## src/rtl/fpu_share_sched_if.sv

```systemverilog
// Request/response and FPU-side signal bundle for fpu_share_sched.
// slave: the scheduler; master: clients plus the FPU top level.
interface fpu_share_sched_if;
    logic        req0_valid;
    logic        req0_ready;
    logic [1:0]  req0_op;
    logic [31:0] req0_a;
    logic [31:0] req0_b;
    logic        req1_valid;
    logic        req1_ready;
    logic [1:0]  req1_op;
    logic [31:0] req1_a;
    logic [31:0] req1_b;
    logic        rsp0_valid;
    logic        rsp0_ready;
    logic        rsp1_valid;
    logic        rsp1_ready;
    logic [31:0] rsp_data;
    logic [31:0] fpu_a;
    logic [31:0] fpu_b;
    logic [1:0]  fpu_op;
    logic [31:0] fpu_result;
    logic        busy;

    modport slave (
        input  req0_valid, req0_op, req0_a, req0_b,
        input  req1_valid, req1_op, req1_a, req1_b,
        input  rsp0_ready, rsp1_ready, fpu_result,
        output req0_ready, req1_ready,
        output rsp0_valid, rsp1_valid, rsp_data,
        output fpu_a, fpu_b, fpu_op, busy
    );

    modport master (
        output req0_valid, req0_op, req0_a, req0_b,
        output req1_valid, req1_op, req1_a, req1_b,
        output rsp0_ready, rsp1_ready, fpu_result,
        input  req0_ready, req1_ready,
        input  rsp0_valid, rsp1_valid, rsp_data,
        input  fpu_a, fpu_b, fpu_op, busy
    );
endinterface

```

## src/rtl/fpu_share_sched.sv

```systemverilog
// Time-shares one FPU between two clients, one operation in flight.
// Define FPU_SCHED_RR_EN for round-robin; default is fixed priority.
module fpu_share_sched #(
    parameter int LAT_ADD = 3,
    parameter int LAT_SUB = 3,
    parameter int LAT_MUL = 4,
    parameter int LAT_DIV = 16,
    parameter int CNT_W   = 5
) (
    input logic               clk,
    input logic               rst_n,
    fpu_share_sched_if.slave  bus
);

    typedef enum logic [1:0] {
        IDLE,
        WAIT,
        RESP
    } state_t;

    state_t             r_state;
    state_t             w_state_nxt;
    logic [CNT_W-1:0]   r_cnt;
    logic [CNT_W-1:0]   w_cnt_nxt;
    logic [CNT_W-1:0]   w_lat;
    logic               r_id;
    logic [31:0]        r_fpu_a;
    logic [31:0]        r_fpu_b;
    logic [1:0]         r_fpu_op;
    logic [31:0]        r_rsp_data;
    logic               w_gnt;
    logic               w_gnt_vld;
    logic               w_acc;
    logic               w_cap;
    logic               w_rsp_rdy;
    logic [1:0]         w_sel_op;
    logic [31:0]        w_sel_a;
    logic [31:0]        w_sel_b;

`ifdef FPU_SCHED_RR_EN
    logic               r_last;

    always_comb begin
        w_gnt_vld = bus.req0_valid | bus.req1_valid;
        if (bus.req0_valid & bus.req1_valid)
            w_gnt = ~r_last;
        else
            w_gnt = bus.req1_valid;
    end
`else
    always_comb begin
        w_gnt_vld = bus.req0_valid | bus.req1_valid;
        w_gnt     = ~bus.req0_valid;
    end
`endif

    assign w_sel_op = w_gnt ? bus.req1_op : bus.req0_op;
    assign w_sel_a  = w_gnt ? bus.req1_a  : bus.req0_a;
    assign w_sel_b  = w_gnt ? bus.req1_b  : bus.req0_b;
    assign w_rsp_rdy = r_id ? bus.rsp1_ready : bus.rsp0_ready;

    always_comb begin
        w_lat = CNT_W'(LAT_ADD);
        unique case (w_sel_op)
            2'd0: w_lat = CNT_W'(LAT_ADD);
            2'd1: w_lat = CNT_W'(LAT_SUB);
            2'd2: w_lat = CNT_W'(LAT_MUL);
            2'd3: w_lat = CNT_W'(LAT_DIV);
        endcase
    end

    always_comb begin
        w_state_nxt = r_state;
        w_cnt_nxt   = r_cnt;
        w_acc       = 1'b0;
        w_cap       = 1'b0;
        case (r_state)
            IDLE: begin
                if (w_gnt_vld) begin
                    w_acc       = 1'b1;
                    w_cnt_nxt   = w_lat;
                    w_state_nxt = WAIT;
                end
            end
            WAIT: begin
                w_cnt_nxt = r_cnt - CNT_W'(1);
                // result is valid on the last cycle of the count
                if (r_cnt == CNT_W'(1)) begin
                    w_cap       = 1'b1;
                    w_state_nxt = RESP;
                end
            end
            RESP: begin
                if (w_rsp_rdy)
                    w_state_nxt = IDLE;
            end
            default: w_state_nxt = IDLE;
        endcase
    end

    always_ff @(posedge clk) begin
        if (!rst_n) begin
            r_state    <= IDLE;
            r_cnt      <= '0;
            r_id       <= 1'b0;
            r_fpu_a    <= '0;
            r_fpu_b    <= '0;
            r_fpu_op   <= '0;
            r_rsp_data <= '0;
`ifdef FPU_SCHED_RR_EN
            r_last     <= 1'b1;
`endif
        end else begin
            r_state <= w_state_nxt;
            r_cnt   <= w_cnt_nxt;
            if (w_acc) begin
                r_id     <= w_gnt;
                r_fpu_a  <= w_sel_a;
                r_fpu_b  <= w_sel_b;
                r_fpu_op <= w_sel_op;
`ifdef FPU_SCHED_RR_EN
                r_last   <= w_gnt;
`endif
            end
            if (w_cap)
                r_rsp_data <= bus.fpu_result;
        end
    end

    assign bus.req0_ready = (r_state == IDLE) & w_gnt_vld & ~w_gnt;
    assign bus.req1_ready = (r_state == IDLE) & w_gnt_vld & w_gnt;
    assign bus.rsp0_valid = (r_state == RESP) & ~r_id;
    assign bus.rsp1_valid = (r_state == RESP) & r_id;
    assign bus.rsp_data   = r_rsp_data;
    assign bus.fpu_a      = r_fpu_a;
    assign bus.fpu_b      = r_fpu_b;
    assign bus.fpu_op     = r_fpu_op;
    assign bus.busy       = (r_state != IDLE);

endmodule

```

## src/flat_wrapper.sv

```systemverilog
// flat-port wrapper written by rule: the top's interface ports become plain ports
module fpu_share_sched_flat 
#(
    parameter int LAT_ADD = 3,
    parameter int LAT_SUB = 3,
    parameter int LAT_MUL = 4,
    parameter int LAT_DIV = 16,
    parameter int CNT_W   = 5
)
  (clk, rst_n, bus_req0_valid, bus_req0_op, bus_req0_a, bus_req0_b, bus_req1_valid, bus_req1_op, bus_req1_a, bus_req1_b, bus_rsp0_ready, bus_rsp1_ready, bus_fpu_result, bus_req0_ready, bus_req1_ready, bus_rsp0_valid, bus_rsp1_valid, bus_rsp_data, bus_fpu_a, bus_fpu_b, bus_fpu_op, bus_busy);
  fpu_share_sched_if bus_i ();
  input logic clk;
  input logic rst_n;
  input wire logic [$bits(bus_i.req0_valid)-1:0] bus_req0_valid;
  input wire logic [$bits(bus_i.req0_op)-1:0] bus_req0_op;
  input wire logic [$bits(bus_i.req0_a)-1:0] bus_req0_a;
  input wire logic [$bits(bus_i.req0_b)-1:0] bus_req0_b;
  input wire logic [$bits(bus_i.req1_valid)-1:0] bus_req1_valid;
  input wire logic [$bits(bus_i.req1_op)-1:0] bus_req1_op;
  input wire logic [$bits(bus_i.req1_a)-1:0] bus_req1_a;
  input wire logic [$bits(bus_i.req1_b)-1:0] bus_req1_b;
  input wire logic [$bits(bus_i.rsp0_ready)-1:0] bus_rsp0_ready;
  input wire logic [$bits(bus_i.rsp1_ready)-1:0] bus_rsp1_ready;
  input wire logic [$bits(bus_i.fpu_result)-1:0] bus_fpu_result;
  output wire logic [$bits(bus_i.req0_ready)-1:0] bus_req0_ready;
  output wire logic [$bits(bus_i.req1_ready)-1:0] bus_req1_ready;
  output wire logic [$bits(bus_i.rsp0_valid)-1:0] bus_rsp0_valid;
  output wire logic [$bits(bus_i.rsp1_valid)-1:0] bus_rsp1_valid;
  output wire logic [$bits(bus_i.rsp_data)-1:0] bus_rsp_data;
  output wire logic [$bits(bus_i.fpu_a)-1:0] bus_fpu_a;
  output wire logic [$bits(bus_i.fpu_b)-1:0] bus_fpu_b;
  output wire logic [$bits(bus_i.fpu_op)-1:0] bus_fpu_op;
  output wire logic [$bits(bus_i.busy)-1:0] bus_busy;
  assign bus_i.req0_valid = bus_req0_valid;
  assign bus_i.req0_op = bus_req0_op;
  assign bus_i.req0_a = bus_req0_a;
  assign bus_i.req0_b = bus_req0_b;
  assign bus_i.req1_valid = bus_req1_valid;
  assign bus_i.req1_op = bus_req1_op;
  assign bus_i.req1_a = bus_req1_a;
  assign bus_i.req1_b = bus_req1_b;
  assign bus_i.rsp0_ready = bus_rsp0_ready;
  assign bus_i.rsp1_ready = bus_rsp1_ready;
  assign bus_i.fpu_result = bus_fpu_result;
  assign bus_req0_ready = bus_i.req0_ready;
  assign bus_req1_ready = bus_i.req1_ready;
  assign bus_rsp0_valid = bus_i.rsp0_valid;
  assign bus_rsp1_valid = bus_i.rsp1_valid;
  assign bus_rsp_data = bus_i.rsp_data;
  assign bus_fpu_a = bus_i.fpu_a;
  assign bus_fpu_b = bus_i.fpu_b;
  assign bus_fpu_op = bus_i.fpu_op;
  assign bus_busy = bus_i.busy;
  fpu_share_sched #(.LAT_ADD(LAT_ADD), .LAT_SUB(LAT_SUB), .LAT_MUL(LAT_MUL), .LAT_DIV(LAT_DIV), .CNT_W(CNT_W)) u_core (.clk(clk), .rst_n(rst_n), .bus(bus_i));
endmodule
```

## config.mk

```make
export PLATFORM = sky130hd
export DESIGN_NAME = fpu_share_sched_flat
export DESIGN_NICKNAME = d
export VERILOG_FILES = /design/src/rtl/fpu_share_sched_if.sv /design/src/rtl/fpu_share_sched.sv /design/src/flat_wrapper.sv
export SDC_FILE = /design/constraint.sdc
export NUM_CORES = 1
export LEC_CHECK = 0
export CORE_MARGIN = 3
export CORE_UTILIZATION = 40
export DETAILED_ROUTE_END_ITERATION = 7
export HOLD_SLACK_MARGIN = 0.08
export PLACE_DENSITY = 0.94
export RECOVER_POWER = 50
export SLEW_MARGIN = 30
export SYNTH_ARGS = -nofsm -noshare
export SYNTH_HDL_FRONTEND = slang
export SYNTH_SLANG_ARGS = --single-unit
```

## constraint.sdc

```tcl
create_clock -name clk -period 2.95 [get_ports clk]
set_input_delay 0.295 -clock clk [delete_from_list [all_inputs] [get_ports clk]]
set_output_delay 0.295 -clock clk [all_outputs]
set_load 0.01 [all_outputs]
```

==> impl_summary.md, run 1 <==
Timing
The actual transition at the worst max-transition pin is 0.971 ns. The tightest slew margin relative to the limit is 35.2%. Setup total negative slack on the finished layout was measured at 0 ns. The worst path uses around four fifths of the clock period. The routed design could run at a clock period as short as roughly 2.4 ns. Between clock sinks in the finished design, the worst skew comes to 0.0112 ns. On the final layout, the worst hold slack is 0.452 ns. Setup repair after global routing left no endpoint under its margin.

The final count of pins violating max slew is 0. The number of hold violations in the final report is 0. The maximum operating frequency is 421 MHz. Setup violations remaining at the end of the flow were counted as 0.

Logic synthesis
The Yosys step of the flow raised 0 warnings. Synthesis produced a netlist with a net count of 741. Summed over all instances, the cell type with the most area after synthesis is dfxtp_1. In the post-synthesis netlist, the cell with the most instances is nand2_1.

The netlist area before placement is 4500 µm². Counting every instance in the synthesized netlist gives between 500 and 600. The predominant post-synthesis flop cell is dfxtp_1. The sequential fraction of the synthesis area is 47.2%.

Sorting the synthesized cells by area gives the leading types as dfxtp_1 (47%), nand2_1 (16%), nand3b_1 (11%). In this run, synthesis produced a sequential element count of 106. The count of flip-flops with a built-in enable after synthesis is 0. The fraction of registers with async set/reset is 0%. The area fraction of the dominant cell type after synthesis is 47.2%.

Each instance of the synthesized netlist takes up on average 7.90 µm². The distinct cell type count of the synthesized netlist is 33. By count the netlist is led by nand2_1 (194), dfxtp_1 (106), a31oi_1 (65).

Detailed routing
The number of DRC markers in iteration 0 is 342. For this run, the detailed router's first-pass iteration total came to 4. The number of nets with antenna violations after detailed routing is 0.

The wire length reported by the detailed router is 15,000 µm. After detailed routing, the average wire length per cell comes to 15.6 µm. The via count normalized by instance count is slightly above 5. The total number of vias is around 4,900. The remaining routing DRC violations is 0.

Clock network
The H-tree generated during clock tree synthesis spans 3 levels. The TritonCTS clock tree is built. The number of setup buffers added after CTS is 0. The number of buffers created by CTS is 9. Clock-pin slew was measured on the worst setup and hold paths at ~0.080 ns.

The tree built by TritonCTS fans out to 106 sinks. The maximum clock insertion buffer count is 2. The root buffer cell is clkbuf_16. The later pin in the worst-skew pair is clocked with a latency of 0.33 ns. Gates resized during post-CTS repair numbered 0. The hold buffer count at CTS is 0.

Power
The share of power burned in registers is 44.3%. Of the total power, the share spent switching nets is 27.9%. Internal power comes to between 2 and 3 mW. The maximum resistive drop on vdd is approximately 0.36 mV.

In this run the static leakage power is 2.89 nW. The power density relative to cell area is between 400 and 500 nW/µm². The net switching power figure is around 1 mW.

The clock network fraction of total power is 31.9%. The part of the total power dissipated in combinational logic is 23.8%.

Worst setup path
The source of the critical timing path is rst_n. The worst path required time is between 3 and 4 ns. The startpoint of the most critical register-to-register path is u_core.r_state[0]. The worst setup path is captured at a register. The endpoint of the lowest-slack register-to-register path is u_core.bus.fpu_a[10]. Data on the critical path arrives at its endpoint at approximately 2.6 ns. The number of cells traversed by the worst register-to-register path is 5.

The setup check on the worst reg-to-reg path leaves a slack of approximately 0.87 ns. The endpoint of the most critical setup path is u_core.bus.fpu_b[11]. Of all nets on the critical path, the largest fanout is 55. The kind of critical path is in -> reg. The type of origin of the critical path is a primary input.

Run status
The run finished with clean final reports.

Place
The HPWL reported at the end of detailed placement is about 11,000 µm. The weighted congestion reported at the end of routability-driven placement is roughly 0.83. The port buffer count is 272.

Global routing
Entering global routing, the biggest net connects 71 pins. The number of antenna violations at the first check in global routing came to 0. The global-route wire length before repair is 23,300 µm. Summed over all layers, the global routing overflow is 0. The total routing usage reported by global routing is 22.7%.

The number of global-route vias before repair is 4,693.

Job
The count of max-cap constraint violations is 0.

Floorplan
The count of standard-cell rows is 38. The core region is 10,900 µm². The die is 112 µm tall.

The overall die area is 12,600 µm². The initial cell density of the core is about two fifths. From left edge to right edge, the die measures 112 µm.

about 270 I/O pins were placed.

Final layout
The multi-input gate area in the final layout is 2120 µm². In the final design database the tool counted slightly below 1,000 nets. The post-route netlist has under 10% of its cells at a drive strength greater than 1.

The area taken by flip-flops and latches is 2120 µm². The area overhead of the layout relative to synthesis is 67.1%. The count of filler cells inserted in the layout is 849. The repair_antennas step left the layout with diodes totalling 0.

Min path
The path class of the lowest-slack min-delay path is reg -> reg.
-- registers in the layout (all words and copies together), names as in the netlist --
name                 count
u_core.bus.fpu_a        32
u_core.bus.fpu_b        32
u_core.bus.fpu_op        2
u_core.bus.rsp_data     32
u_core.r_cnt             5
u_core.r_id              1
u_core.r_state           2
-- power by group through the flow --
stage | Clock (mW) | Sequential (mW) | Combinational (mW)
5_1_grt | 1.24 | 1.62 | 0.943
6_report | 1.16 | 1.61 | 0.865
3_5_place_dp | 0 | 1.65 | 0.908
3_3_place_gp | 0 | 1.64 | 0.895
2_1_floorplan | 0 | 1.68 | 0.351
4_1_cts | 1.18 | 1.61 | 0.912
-- critical path, stage by stage --
cell           delay (ns)
dlygate4sd3_1        0.59
clkinvlp_2           0.70
buf_2                0.70
a31oi_1              0.30
-- layout make-up --
cell class | count | share of cell area [%]
multi-input combinational | 407 | 28.3
inverter | 6 | 0.316
clock buffer | 10 | 3.18
clock inverter | 6 | 0.649
timing repair buffer | 281 | 37.0
tap | 140 | 2.33
sequential | 106 | 28.2
-- kinds of logic after synthesis --
family | after synthesis | share of synthesized area [%]
AO/OA/AOI/OAI | 116 | 15.2
buffers and inverters | 56 | 5.76
multiplexers | 2 | 0.473
AND/OR/NAND/NOR | 287 | 30.8
flip-flops | 106 | 47.2
adder cells (fa/ha/maj) | 2 | 0.556
-- cell usage in the layout (no fill, tap or decap), drive strengths merged, types with 2 or more instances in the layout --
master         Yosys  layout
nor3               2       2
nand3b            64      64
ha                 2       2
nand2            194     194
buf               25      10
dfxtp            106     106
nand3              2       2
clkinv             0       2
o21ai              5       5
nor3b              2       2
inv                6       7
a21oi             40      40
clkbuf            25      10
nor2              12      12
and2               2       2
dlygate4sd3        0      99
clkinvlp           0       3
a31oi             65      65
nor2b              2       2
clkdlybuf4s50      0     172
-- per-layer routing --
metal	routed length (µm)	global-route usage, %	up-vias
li1	-	-	2421
met1	5740	25.4	2235
met2	7430	39.8	225
met3	1480	8.57	23
met4	309	7.13	0
met5	0	0	-
-- through the flow --
step / total power, mW / setup WS [ns] / util [%] / instances / instance area (µm²)
after CTS: 3.71 / 0.719 / 68.9 / 956 / 7530
after floorplan: 2.03 / 1.49 / - / 569 / 4500
after global routing: 3.80 / 0.426 / 68.7 / 956 / 7510
final: 3.63 / 0.575 / 68.7 / 956 / 7510
after detailed placement: 2.55 / 0.826 / 66.2 / 940 / 7240
after global placement: 2.53 / 0.901 / 66.2 / 940 / 7240
-- worst min path at each step --
stage,from,to,depth (start not counted)
floorplan,rst_n,u_core.r_cnt[3],1
global placement,u_core.bus.rsp_data[12],u_core.bus.rsp_data[12],2
detailed placement,u_core.bus.rsp_data[28],u_core.bus.rsp_data[28],2
CTS,u_core.bus.rsp_data[11],u_core.bus.rsp_data[11],2
global route,u_core.bus.rsp_data[30],u_core.bus.rsp_data[30],2
finish,u_core.bus.rsp_data[28],u_core.bus.rsp_data[28],2
Note: power is estimated with default switching activity, not from simulation.
==> run 2, diff against run 1 <==
--- a/config.mk
+++ b/config.mk
@@ -6,10 +6,10 @@
 export NUM_CORES = 1
 export LEC_CHECK = 0
 export CORE_MARGIN = 3
-export CORE_UTILIZATION = 40
+export CORE_UTILIZATION = 34
 export DETAILED_ROUTE_END_ITERATION = 7
 export HOLD_SLACK_MARGIN = 0.08
-export PLACE_DENSITY = 0.94
+export PLACE_DENSITY = 0.86
 export RECOVER_POWER = 50
 export SLEW_MARGIN = 30
 export SYNTH_ARGS = -nofsm -noshare
==> constraint.sdc (replaced) <==
create_clock -name clk -period 2.06 [get_ports clk]
set_input_delay 0.206 -clock clk [delete_from_list [all_inputs] [get_ports clk]]
set_output_delay 0.206 -clock clk [all_outputs]
set_load 0.01 [all_outputs]
==> impl_summary.md, run 2 (same netlist as run 1, synthesis figures left out) <==
Run status
Run status: complete, no violations (unchanged).

Timing
The actual transition at the worst max-transition pin is 0.793 ns (was 0.971 ns). The final critical-path share of the clock period is 94.5%. Setup repair after global routing missed its margin: false (unchanged). The setup total negative slack is 0 ns (unchanged). The maximum operating frequency is 514 MHz.

The setup-violating endpoint count in the final report was 0 (unchanged). The final count of pins violating max slew is 0 (unchanged). The number of hold violations in the final report is 0 (unchanged). The tightest slew margin relative to the limit is 47.1% (was 35.2%). The clock skew after layout is 0.00587 ns (was 0.0112 ns). The final critical delay including setup and external delays is 1.95 ns.

Detailed routing
The number of optimization iterations in the first detailed-route pass was 4 (unchanged). The number of DRC markers in iteration 0 is 272 (was 342). The routed length per instance is 15.6 µm (about the same). The via count normalized by instance count is 4.99 (was 5.13).

The number of nets with antenna violations after detailed routing is 0 (unchanged). The total number of vias is 4,954 (was 4,904). The remaining routing DRC violations is 0 (unchanged). The wire length reported by the detailed router is 15,500 µm (was 15,000 µm).

Clock network
The root buffer cell is clkbuf_16 (unchanged). The number of H-tree branching levels was 3 (unchanged). The maximum clock insertion buffer count is 2 (unchanged).

The clock sink count came to 106 (unchanged). The post-CTS setup buffer count is 0 (unchanged). The hold buffer count at CTS was 0 (unchanged).

The TritonCTS clock tree was built (unchanged). The clock latency of the later-clocked register in the worst-skew pair was 0.35 ns (was 0.33 ns). The number of buffers created by CTS is 9 (unchanged).

The clock-pin slew on the worst setup and hold paths is 0.07 ns (was 0.08 ns). The number of resized instances in the post-cts repair step is 1 (was 0).

Final layout
The most common cell after layout, fill and taps aside is nand2_1 (unchanged). The area overhead of the layout relative to synthesis is 69.5% (was 67.1%). The number of inserted diodes is 0 (unchanged). Most used cells in the layout excluding fill and tap cells: nand2_1 (193), clkdlybuf4s50_1 (171), dfxtp_1 (106), dlygate4sd3_1 (99), a31oi_1 (65) (was nand2_1 (193), clkdlybuf4s50_1 (172), dfxtp_1 (106), dlygate4sd3_1 (99), a31oi_1 (65)). The final-stage net count was 987 (was 983). The filler-free cell count of the finished design was 992 (was 956). The share of final-layout standard cells stronger than drive strength 1 came to 5.12% (was 4.66%).

Min path
The number of cells traversed by the worst hold path is 3 (was 2). The start point of the worst hold path is bus_fpu_result[19] (was u_core.bus.rsp_data[28]). The path class of the lowest-slack min-delay path is in -> reg (was reg -> reg). The end point of the most critical hold path was u_core.bus.rsp_data[19] (was u_core.bus.rsp_data[28]).

Power
The maximum resistive drop on vdd was 0.458 mV (was 0.364 mV). The clock network fraction of total power was 34.1% (was 31.9%). The power density relative to cell area is 708 nW/µm² (was 483 nW/µm²). The net switching fraction of the power came to 27.0% (was 27.9%). The share of power burned in registers is 42.7% (was 44.3%).

The net switching power figure is 1.46 mW (was 1.01 mW). The cell-internal power is 3.94 mW (was 2.62 mW). The part of the total power dissipated in combinational logic is 23.1% (was 23.8%). The cell leakage power is 2.96 nW (was 2.89 nW).

Worst setup path
The register-to-register path setup slack is 0.21 ns (was 0.87 ns). The endpoint type of the worst setup path is an output port (was register). The maximum net fanout on the critical path is 9 (was 55). The kind of critical path is reg -> out (was in -> reg).

The startpoint of the most critical register-to-register path is u_core.r_state[0] (unchanged). The type of origin of the critical path was a register (was primary input). The number of cells traversed by the worst register-to-register path is 5 (unchanged).

The worst path required time came to 1.85 ns (was 3.19 ns). The endpoint of the lowest-slack register-to-register path is u_core.bus.fpu_b[4] (was u_core.bus.fpu_a[10]). The data arrival time at the worst-slack endpoint is 1.74 ns (was 2.61 ns).

Floorplan
The overall die height is 121 µm (was 112 µm). The initial cell density of the core is 35.2% (was 41.1%). The die width is 121 µm (was 112 µm). The count of standard-cell rows is 41 (was 38). The core region area came to 12,800 µm² (was 10,900 µm²). The overall die area is 14,600 µm² (was 12,600 µm²). The count of pins on the block boundary is 273 (unchanged).

Place
The port buffer count was 272 (unchanged). The number of instances in the placed design is 976 (was 940). The HPWL reported at the end of detailed placement is 11,100 µm (was 11,000 µm).

The weighted congestion reported at the end of routability-driven placement came to 0.766 (was 0.835).

Global routing
The global-route wire length before repair was 23,800 µm (was 23,300 µm). The total routing usage reported by global routing is 20.3% (was 22.7%). The aggregate global routing overflow came to 0 (unchanged). The number of antenna violations at the first check in global routing is 0 (unchanged). The number of global-route vias before repair is 4,819 (was 4,693). The maximum number of pins on one net before global-route repair is 71 (unchanged).

Job
The count of max-cap constraint violations is 0 (unchanged).
[run 2: cell count changes in the layout (fill, tap and decap cells not counted), moves of 2 or more]
| cell | change |
|---|---|
| clkinvlp_4 | -2 |
| buf_4 | +3 |
| clkbuf_8 | +2 |
| clkbuf_2 | +2 |
[run 2: layout make-up]
class | count | area [µm²]
Multi-Input combinational cell | 407 | 2120
Sequential cell | 106 | 2120
Clock inverter | 4 | 56.3
Inverter | 6 | 23.8
Timing Repair Buffer | 285 | 2810
Fill cell | 1083 | 5150
Tap cell | 172 | 215
Clock buffer | 12 | 267
[run 2: how the worst max path moves through the flow]
stage / to / depth (start not counted) / slack [ns] / from
6_report: bus_req1_ready / 4 / 0.11 / u_core.r_state[0]
2_1_floorplan: u_core.r_cnt[3] / 6 / 0.60 / u_core.r_state[0]
3_5_place_dp: u_core.bus.fpu_b[21] / 6 / 0.24 / bus_req1_valid
3_3_place_gp: bus_req1_ready / 5 / 0.27 / bus_req1_valid
5_1_grt: u_core.bus.rsp_data[7] / 6 / 0.05 / u_core.r_cnt[0]
4_1_cts: bus_req1_ready / 4 / 0.04 / u_core.r_state[0]
[run 2: critical path, cell delays in order (launching register included)]
cell and delay (ns):
dfxtp_1 0.43, nor2_4 0.18, nand2_2 0.09, nor2_1 0.14, clkdlybuf4s50_1 0.56
[run 2: power groups by stage]
| stage | logic [mW] | registers, mW | clock network, mW |
|---|---|---|---|
| floorplan | 0.502 | 2.41 | 0 |
| global placement | 1.30 | 2.35 | 0 |
| detailed placement | 1.32 | 2.36 | 0 |
| CTS | 1.32 | 2.31 | 1.89 |
| global route | 1.36 | 2.32 | 1.95 |
| finish | 1.25 | 2.31 | 1.84 |
[run 2: metal layers]
metal	part of all wire [%]	vias to the layer above	track usage, %
li1	-	2430	-
met1	38	2255	22.7
met2	48	244	34.7
met3	11	25	7.41
met4	2.5	0	8.36
met5	0	-	0
[run 2: metrics by stage]
step	hold WS (ns)	total power, mW	cell area (µm²)	utilization, %	setup slack (ns)
2_1_floorplan	0.324	2.91	4500	-	0.601
3_3_place_gp	0.441	3.65	7310	57.2	0.271
3_5_place_dp	0.446	3.68	7310	57.2	0.238
4_1_cts	0.385	5.53	7640	59.8	0.0384
5_1_grt	0.400	5.63	7620	59.7	0.0528
6_report	0.400	5.39	7620	59.7	0.113
==> run 3, diff against run 2 <==
--- a/config.mk
+++ b/config.mk
@@ -5,7 +5,6 @@
 export SDC_FILE = /design/constraint.sdc
 export NUM_CORES = 1
 export LEC_CHECK = 0
-export CORE_MARGIN = 3
 export CORE_UTILIZATION = 34
 export DETAILED_ROUTE_END_ITERATION = 7
 export HOLD_SLACK_MARGIN = 0.08
==> impl_summary.md, run 3 (same netlist as run 1, synthesis figures left out) <==
Timing
The final critical delay including setup and external delays is 1.95 ns (about the same). The worst hold-check slack came to 0.390 ns (was 0.400 ns). The final count of pins violating max slew is 0 (unchanged). The tightest slew margin relative to the limit came to 53.5% (was 47.1%). The setup total negative slack is 0 ns (unchanged). Setup repair after global routing missed its margin: false (unchanged). The clock skew after layout came to 0.00595 ns (was 0.00587 ns). The smallest setup slack after layout is 0.106 ns (was 0.113 ns).

The final critical-path share of the clock period came to 94.9% (was 94.5%). The maximum operating frequency is 512 MHz (was 514 MHz). The setup-violating endpoint count in the final report came to 0 (unchanged). The number of hold violations in the final report is 0 (unchanged). The actual transition at the worst max-transition pin is 0.697 ns (was 0.793 ns).

Final layout
The final core utilization was 59.6% (was 59.7%). The filler-free cell count of the finished design is 992 (unchanged). The count of filler cells inserted in the layout is 1,098 (was 1,083). Most used cells in the layout excluding fill and tap cells: nand2_1 (193), clkdlybuf4s50_1 (181), dfxtp_1 (106), dlygate4sd3_1 (90), a31oi_1 (65) (was nand2_1 (193), clkdlybuf4s50_1 (171), dfxtp_1 (106), dlygate4sd3_1 (99), a31oi_1 (65)). The share of final-layout standard cells stronger than drive strength 1 is 5.00% (was 5.12%). The multi-input gate area in the final layout is 2120 µm² (about the same).

The number of inserted diodes is 0 (unchanged). The area taken by flip-flops and latches is 2120 µm² (unchanged). The most common cell after layout, fill and taps aside was nand2_1 (unchanged).

The final non-filler cell area is 7610 µm² (was 7620 µm²). The final-stage net count is 987 (unchanged). The area overhead of the layout relative to synthesis is 69.3% (was 69.5%).

Worst setup path
CP Cell Sequence: dlygate4sd3_1 -> or2_2 -> nand2_2 -> nor2_1 -> clkdlybuf4s50_1 (was nor2_4 -> nand2_2 -> nor2_1 -> clkdlybuf4s50_1). The startpoint of the most critical register-to-register path was u_core.r_state[0] (unchanged). The delay contributed by the slowest stage of the critical path is 0.54 ns (was 0.56 ns).

The worst path required time is 1.85 ns (about the same). The maximum net fanout on the critical path came to 4 (was 9). The cell with the largest stage delay on the worst path was dlygate4sd3_1 (was clkdlybuf4s50_1). The endpoint type of the worst setup path was an output port (unchanged). The type of origin of the critical path is a primary input (was register). The data arrival time at the worst-slack endpoint is 1.75 ns (was 1.74 ns). The endpoint of the lowest-slack register-to-register path is u_core.bus.fpu_a[27] (was u_core.bus.fpu_b[4]). The register-to-register path setup slack is 0.24 ns (was 0.21 ns). The kind of critical path was in -> out (was reg -> out). The number of cells traversed by the worst register-to-register path came to 5 (unchanged).

Place
The cell area reported after detailed placement is 7340 µm² (was 7310 µm²). The port buffer count is 272 (unchanged). The number of instances in the placed design is 976 (unchanged). The HPWL reported at the end of detailed placement was 10,700 µm (was 11,100 µm). The weighted congestion reported at the end of routability-driven placement is 0.707 (was 0.766).

The minimum setup slack after placement is 0.240 ns (was 0.238 ns).

Detailed routing
The total number of vias is 4,926 (was 4,954). The number of nets with antenna violations after detailed routing is 0 (unchanged). The number of optimization iterations in the first detailed-route pass came to 4 (unchanged). The remaining routing DRC violations came to 0 (unchanged). The number of DRC markers in iteration 0 was 328 (was 272). The routed length per instance is 15.1 µm (was 15.6 µm). The via count normalized by instance count is 4.97 (was 4.99).

The wire length reported by the detailed router is 15,000 µm (was 15,500 µm).

Clock network
The post-CTS setup buffer count is 0 (unchanged). The number of buffers created by CTS is 9 (unchanged). The clock sink count is 106 (unchanged). The clock-pin slew on the worst setup and hold paths is 0.08 ns (was 0.07 ns). The root buffer cell is clkbuf_16 (unchanged).

The clock latency of the later-clocked register in the worst-skew pair is 0.36 ns (was 0.35 ns). The number of H-tree branching levels is 3 (unchanged). The TritonCTS clock tree is built (unchanged).

The maximum clock insertion buffer count is 2 (unchanged).

Global routing
The number of antenna violations at the first check in global routing is 0 (unchanged). The total routing usage reported by global routing is 21.3% (was 20.3%). The global-route wire length before repair was 22,300 µm (was 23,800 µm). The maximum number of pins on one net before global-route repair is 49 (was 71).

The aggregate global routing overflow is 0 (unchanged). The number of global-route vias before repair is 4,540 (was 4,819).

Floorplan
The count of standard-cell rows came to 41 (unchanged). The initial cell density of the core is 35.2% (unchanged). The overall die area came to 13,700 µm² (was 14,600 µm²). The count of pins on the block boundary is 273 (unchanged). The die width is 117 µm (was 121 µm).

The overall die height was 117 µm (was 121 µm). The core region area is 12,800 µm² (unchanged).

Power
The cell leakage power came to 2.91 nW (was 2.96 nW). The cell-internal power is 3.76 mW (was 3.94 mW). The share of power burned in registers is 43.6% (was 42.7%). The net switching power figure is 1.52 mW (was 1.46 mW). The total power of the final layout was 5.28 mW (was 5.39 mW). The clock network fraction of total power is 32.3% (was 34.1%).

The part of the total power dissipated in combinational logic was 24.0% (was 23.1%). The power density relative to cell area came to 693 nW/µm² (was 708 nW/µm²). The net switching fraction of the power is 28.8% (was 27.0%). The maximum resistive drop on vdd is 0.421 mV (was 0.458 mV).

Min path
The start point of the worst hold path is bus_fpu_result[25] (was bus_fpu_result[19]). The path class of the lowest-slack min-delay path is in -> reg (unchanged). The end point of the most critical hold path was u_core.bus.rsp_data[25] (was u_core.bus.rsp_data[19]). The number of cells traversed by the worst hold path came to 3 (unchanged).

Run status
Run status: complete, no violations (unchanged).

Job
The count of max-cap constraint violations is 0 (unchanged).
[run 3: cell types whose count changed in the layout (fill, tap and decap cells not counted), sizes merged]
cell / delta
bufinv: -1
clkdlybuf4s50: +10
dlygate4sd3: -9
inv: +6
clkbuf: -4
clkinv: -2
buf: +1
dlymetal6s2s: -1
[run 3: worst max path at each step]
stage / from / endpoint / depth (start not counted)
after floorplan: u_core.r_state[0] / u_core.r_cnt[3] / 6
after global placement: bus_req1_valid / u_core.bus.fpu_b[22] / 6
after detailed placement: bus_req1_valid / u_core.bus.fpu_b[16] / 6
after CTS: u_core.r_state[0] / bus_req1_ready / 4
after global routing: u_core.r_state[0] / bus_req1_ready / 4
final: bus_req1_valid / bus_req1_ready / 5
[run 3: what timing repair did]
item | in CTS | in global routing
setup endpoints to repair | 1 | 1
hold buffers | 0 | 0
resized for setup | 1 | 1
[run 3: metal layers]
layer  up-vias  share of wire (%)  GRT usage [%]
met3        26                 10           7.78
met2       223                 49           36.6
met4         0                2.6           9.79
li1       2434                  -              -
met1      2243                 39           23.5
met5         -                  0              0
[run 3: layout make-up]
cell class                      instances  share of cell area (%)
Timing Repair Buffer                  285                    37.3
Multi-Input combinational cell        407                    27.9
Sequential cell                       106                    27.9
Clock buffer                            9                    2.96
Tap cell                              172                    2.83
Clock inverter                          7                   0.838
Inverter                                6                   0.312
[run 3: power by group through the flow]
stage	combinational [mW]	clock (mW)	sequential, mW
5_1_grt	1.39	1.85	2.33
3_5_place_dp	1.33	0	2.36
3_3_place_gp	1.32	0	2.35
2_1_floorplan	0.502	0	2.41
6_report	1.27	1.71	2.30
4_1_cts	1.34	1.75	2.31
[run 3: worst max-delay path: cells and delay by family]
family	cells	cell delay (ns)
buf+inv	2	1.03
simple gates	3	0.50
